==> config.mk <==
export PLATFORM = sky130hd
export DESIGN_NAME = shift_rx32
export DESIGN_NICKNAME = d
export VERILOG_FILES = /design/src/rtl/shift_rx32_pkg.sv /design/src/rtl/shift_rx32_cont_bits.sv /design/src/rtl/shift_rx32.sv
export SDC_FILE = /design/constraint.sdc
export NUM_CORES = 1
export LEC_CHECK = 0
export ABC_CLOCK_PERIOD_IN_PS = 1800
export CORE_MARGIN = 2
export CORE_UTILIZATION = 45
export CTS_CLUSTER_DIAMETER = 100
export CTS_CLUSTER_SIZE = 20
export DETAILED_ROUTE_END_ITERATION = 8
export PLACE_DENSITY = 0.8
export SETUP_SLACK_MARGIN = 0.4
export SYNTH_ARGS = -nofsm -noshare
export SYNTH_HDL_FRONTEND = slang
export SYNTH_SLANG_ARGS = --single-unit
==> constraint.sdc <==
create_clock -name clk -period 1.8 [get_ports clk]
set_input_delay 0.36 -clock clk [delete_from_list [all_inputs] [get_ports clk]]
set_output_delay 0.36 -clock clk [all_outputs]
set_load 0.02 [all_outputs]
==> src/rtl/shift_rx32_pkg.sv <==
`default_nettype none
// ============================================================================
// Module      : shift_rx32_pkg
// Description : Shared types and constants for the serial-to-parallel
//               word receiver (state encoding, default width, counter sizing).
// Revision    : 1.0 - initial release
// ============================================================================
package shift_rx32_pkg;

  localparam int DEFAULT_WIDTH = 32;

  typedef enum logic [1:0] {
    IDLE = 2'b00,
    CAPT = 2'b01,
    HOLD = 2'b10
  } state_e;

  // Counter must be able to hold the value WIDTH itself.
  function automatic int cnt_width(input int w);
    return $clog2(w + 1);
  endfunction

endpackage
`default_nettype wire

==> src/rtl/shift_rx32_cont_bits.sv <==
`default_nettype none
// ============================================================================
// Module      : cont_bits
// Description : Captured-bit counter with synchronous clear, increment enable
//               and a terminal-count flag that is high while the next
//               increment will complete the word.
// Revision    : 1.0 - initial release
// ============================================================================
module cont_bits
  import shift_rx32_pkg::*;
#(
  parameter int WIDTH = DEFAULT_WIDTH,
  parameter int CW    = cnt_width(WIDTH)
) (
  input  logic clk,
  input  logic rst,
  input  logic clr,
  input  logic inc,
  output logic tc
);

  logic [CW-1:0] cnt_q;
  logic [CW-1:0] cnt_d;

  // Next count: clear wins over increment, otherwise hold.
  always_comb begin
    cnt_d = cnt_q;
    if (clr) begin
      cnt_d = '0;
    end else if (inc) begin
      cnt_d = cnt_q + CW'(1);
    end
  end

  // Count register.
  always_ff @(posedge clk) begin
    if (rst) begin
      cnt_q <= '0;
    end else begin
      cnt_q <= cnt_d;
    end
  end

  // WIDTH-1 bits already in: the next accepted bit is the last one.
  assign tc = (cnt_q == CW'(WIDTH - 1));

endmodule
`default_nettype wire

==> src/rtl/shift_rx32.sv <==
`default_nettype none
// ============================================================================
// Module      : shift_rx32
// Description : Serial-to-parallel receiver. A start pulse in IDLE begins
//               capture of WIDTH qualified bits (LSB- or MSB-first), the word
//               is then held with valid until acknowledged. Starts arriving
//               while a word is held unacknowledged raise a sticky overrun.
// Revision    : 1.0 - initial release
// ============================================================================
module shift_rx32
  import shift_rx32_pkg::*;
#(
  parameter int WIDTH = DEFAULT_WIDTH
) (
  input  logic             clk,
  input  logic             rst,
  input  logic             start,
  input  logic             enb,
  input  logic             dir,
  input  logic             sIn,
  input  logic             ack,
  output logic [WIDTH-1:0] Q,
  output logic             valid,
  output logic             busy,
  output logic             err
);

  state_e           state_q, state_d;
  logic [WIDTH-1:0] q_q, q_d;
  logic             dir_q, dir_d;
  logic             err_q, err_d;
  logic             cnt_clr;
  logic             cnt_inc;
  logic             cnt_tc;

  cont_bits #(
    .WIDTH (WIDTH)
  ) u_cont_bits (
    .clk (clk),
    .rst (rst),
    .clr (cnt_clr),
    .inc (cnt_inc),
    .tc  (cnt_tc)
  );

  // Next-state, shifter and overrun logic.
  always_comb begin
    state_d = state_q;
    q_d     = q_q;
    dir_d   = dir_q;
    err_d   = err_q;
    cnt_clr = 1'b0;
    cnt_inc = 1'b0;
    case (state_q)
      IDLE: begin
        if (start) begin
          state_d = CAPT;
          cnt_clr = 1'b1;
          dir_d   = dir;
          err_d   = 1'b0;
        end
      end
      CAPT: begin
        // Repeated start is ignored here; only enb advances the capture.
        if (enb) begin
          cnt_inc = 1'b1;
          if (dir_q) begin
            q_d = {sIn, q_q[WIDTH-1:1]};
          end else begin
            q_d = {q_q[WIDTH-2:0], sIn};
          end
          if (cnt_tc) begin
            state_d = HOLD;
          end
        end
      end
      HOLD: begin
        // A start coinciding with ack is simply dropped.
        if (ack) begin
          state_d = IDLE;
        end else if (start) begin
          err_d = 1'b1;
        end
      end
      default: begin
        state_d = IDLE;
      end
    endcase
  end

  // State, data and flag registers.
  always_ff @(posedge clk) begin
    if (rst) begin
      state_q <= IDLE;
      q_q     <= '0;
      dir_q   <= 1'b0;
      err_q   <= 1'b0;
    end else begin
      state_q <= state_d;
      q_q     <= q_d;
      dir_q   <= dir_d;
      err_q   <= err_d;
    end
  end

  assign Q     = q_q;
  assign valid = (state_q == HOLD);
  assign busy  = (state_q == CAPT);
  assign err   = err_q;

endmodule
`default_nettype wire

==> run summary <==
CP Max Fanout: 17
number of standard-cell rows in the floorplan: 23
Ports: 42
Final period util: 76.9%
antenna viol nets, final: 0
Slew @ Worst Pin: 310 ps
Area contributors post-synth: sky130_fd_sc_hd__dfxtp_1 (43%), sky130_fd_sc_hd__mux2i_1 (17%), sky130_fd_sc_hd__a211oi_1 (8.5%)
total detailed-routing wirelength: 4.13 mm
worst endpoint required time: 2000 ps
x dimension of the die: 69.8 um
Hold Path Cell Cnt: 2
worst hold endpoint: err
number of enable-type register cells in the synthesized netlist: 0
register bit count reported by yosys: 42
FF-to-FF Start: state_q[0]
initial cell density of the core: 47.7%
top cells by instance count after synthesis: sky130_fd_sc_hd__dfxtp_1 (42), sky130_fd_sc_hd__nor2_1 (39), sky130_fd_sc_hd__mux2i_1 (33), sky130_fd_sc_hd__a211oi_1 (22), sky130_fd_sc_hd__a211oi_2 (10)
half-perimeter wire length of the detailed placement result: 2.57 mm
# diodes: 0
areal power density over the cells: 863 mW/mm^2
fraction of synthesized cell area taken by the top area cell type: 43.2%
CTS tree: built
highest achievable clock rate: 722 MHz
Hold Path Origin: err
worst slack at placement: 0.0268 ps
number of port buffers: 41
Synthesized Nets: 203
critical path type: flop to flop
leading register cell type out of synthesis: sky130_fd_sc_hd__dfxtp_1
Die Area: 0.00487 mm^2
status: finished, final reports clean
gpl congestion: 0.684
Total Neg Setup Slack: 0 ps
fraction of synthesis flops using an asynchronous set or reset pin: 0%
total vias in the final route: 1554
Cells after Synth: 195
Max clock buf depth: 2
Avg Cell Area, Syn: 9.99 um^2
first-pass GRT wire length: 6.72 mm
overall overflow remaining after global route: 0
leakage power: 0.883 nW
max-cap viol count: 0
ratio of cells with drive above 1 in the final layout: 25.8%
min Tclk post-route: 1380 ps
Core Footprint: 0.00409 mm^2
mean number of vias per cell: 5.43
number of cells on the worst reg-to-reg path: 4
synthesis-to-layout area growth: 25.6%
worst setup slack for register-to-register paths: 420 ps
Sink Count: 42
maximum ir drop on the vdd rail: 0.431 mV
via count of the first global-routing pass: 1456
average wire length per cell after detail routing: 14.4 um
Final setup violation count: 0
unrepaired setup endpoints after global routing: yes
final-stage net count: 243
category of the worst setup path capture point: flop
count of warnings emitted by yosys: 0
reg-to-reg critical path endpoint: Q[1]
Remaining DRCs: 0
category of the worst setup path launch point: flop
most frequent cell after synthesis: sky130_fd_sc_hd__dfxtp_1
post-CTS clock slew at the launch and capture registers of the worst setup and hold paths: 80 ps
number of detailed-route iterations in the first pass: 4
Clk Latency, worst-skew pair: 290 ps
number of fill cells: 372
total global-route track usage: 16.9%
relative slew slack: 79.2%
clock buffer count from CTS: 5
leading area contributor after synthesis: sky130_fd_sc_hd__dfxtp_1
deepest level of the CTS H-tree: 2
count of final max-slew check failures: 0
Clk Tree Root Cell: sky130_fd_sc_hd__clkbuf_8
arrival time reported for the critical path endpoint: 1580 ps
crit path setup slack, layout: 416 ps
Cell Area, Synth: 0.00195 mm^2
vertical extent of the die: 69.8 um
hold violation count in the final report: 0
Min-Delay Path Class: flop to flop
post-synthesis cell type count: 29
antenna violations before repair: 0
Initial DRC Count: 60
pin count of the biggest net entering global routing: 33
Clock Skews: 7.53 ps
sequential cell area fraction in the yosys report: 43.2%
-- report_power, final --
part           leakage (nW)  switching [mW]  internal (mW)
logic                 0.486           0.201          0.157
clock network        0.0524           0.310          0.415
registers             0.344          0.0494          0.978
total                 0.883           0.560           1.55
-- layout make-up --
class                      count  area [um^2]  area share (%)
clock inverter                 1         30.0            1.23
sequential                    42          843            34.5
tap                           50         62.6            2.56
timing repair buffer          50          420            17.2
clock buffer                   7         76.3            3.12
multi-input combinational    136         1010            41.4
-- repair_timing --
action                                  CTS  global route
hold endpoints to repair                  0             0
gates cloned                              1             1
hold buffers                              0             0
endpoints found under the setup margin   69            39
pin swaps                                 1             0
setup buffers                             0             0
gates resized for setup                  50            48
-- cell usage in the layout (no fill, tap or decap), drive strengths merged --
cell           synthesis  layout
buf                   12       8
bufinv                 0       1
ha                     1       1
or4                    1       1
o31ai                  1       1
and3b                  1       1
nand2b                 1       1
nand2                  4       4
nor4                   1       1
clkbuf                 5      31
nand4b                 2       2
xnor2                  1       1
nor2                  39      39
dlygate4sd2            0       5
clkdlybuf4s15          0       7
nand3b                 1       1
bufbuf                 0       1
dfxtp                 42      42
and2b                  1       1
clkdlybuf4s50          0       5
a211oi                32      32
nor2b                  1       1
xor2                   1       1
mux2i                 33      33
o21ai                  2       2
or2                    1       1
nand3                  2       2
or3                    3       3
a21oi                  5       5
nor3b                  2       2
-- through the flow --
step	area (um^2)	total power, mW	cells	hold WS [ps]	utilization [%]
final	2450	2.11	286	481	59.9
after global routing	2450	2.20	286	527	59.9
after CTS	2500	2.12	285	486	61.1
after detailed placement	2390	1.42	276	469	58.4
after global placement	2390	1.42	276	462	58.4
after floorplan	1950	1.29	195	458	-
-- metal layers --
layer | wire (um) | GRT usage (%)
met1 | 1890 | 19.9
met2 | 1990 | 29.1
met3 | 217 | 6.25
met4 | 36 | 3.85
met5 | 0 | 0
-- cells by family (layout without fill, tap and decap cells) --
| kind of cell | after synthesis | count (layout) | share of synthesized area, % |
|---|---|---|---|
| AND/OR/NAND/NOR | 60 | 60 | 15.2 |
| flip-flops | 42 | 42 | 43.2 |
| AO/OA/AOI/OAI | 40 | 40 | 17.3 |
| multiplexers | 33 | 33 | 17.0 |
| buffers and inverters | 17 | 58 | 5.91 |
| XOR/XNOR | 2 | 2 | 0.899 |
| adder cells (fa/ha/maj) | 1 | 1 | 0.642 |
-- worst max-delay path, cell delays in order, from the launching register on --
cell and delay [ps]:
sky130_fd_sc_hd__dfxtp_1 320, sky130_fd_sc_hd__buf_4 160, sky130_fd_sc_hd__and3b_2 270, sky130_fd_sc_hd__bufbuf_16 310, sky130_fd_sc_hd__a211oi_1 230
-- worst max-delay path by stage --
stage,from,end,slack [ps],cells after the start
after floorplan,state_q[0],err,560,5
after global placement,enb,u_cont_bits.cnt_q[5],50,4
after detailed placement,enb,Q[6],0.03,5
after CTS,state_q[1],valid,270,2
after global routing,state_q[0],Q[14],360,5
final,state_q[0],Q[1],420,4
-- registers in the layout, indices dropped and copies added, names as in the netlist --
register	count
Q	32
u_cont_bits.cnt_q	6
state_q	2
dir_q	1
err	1
(Power assumes the default switching activity.)
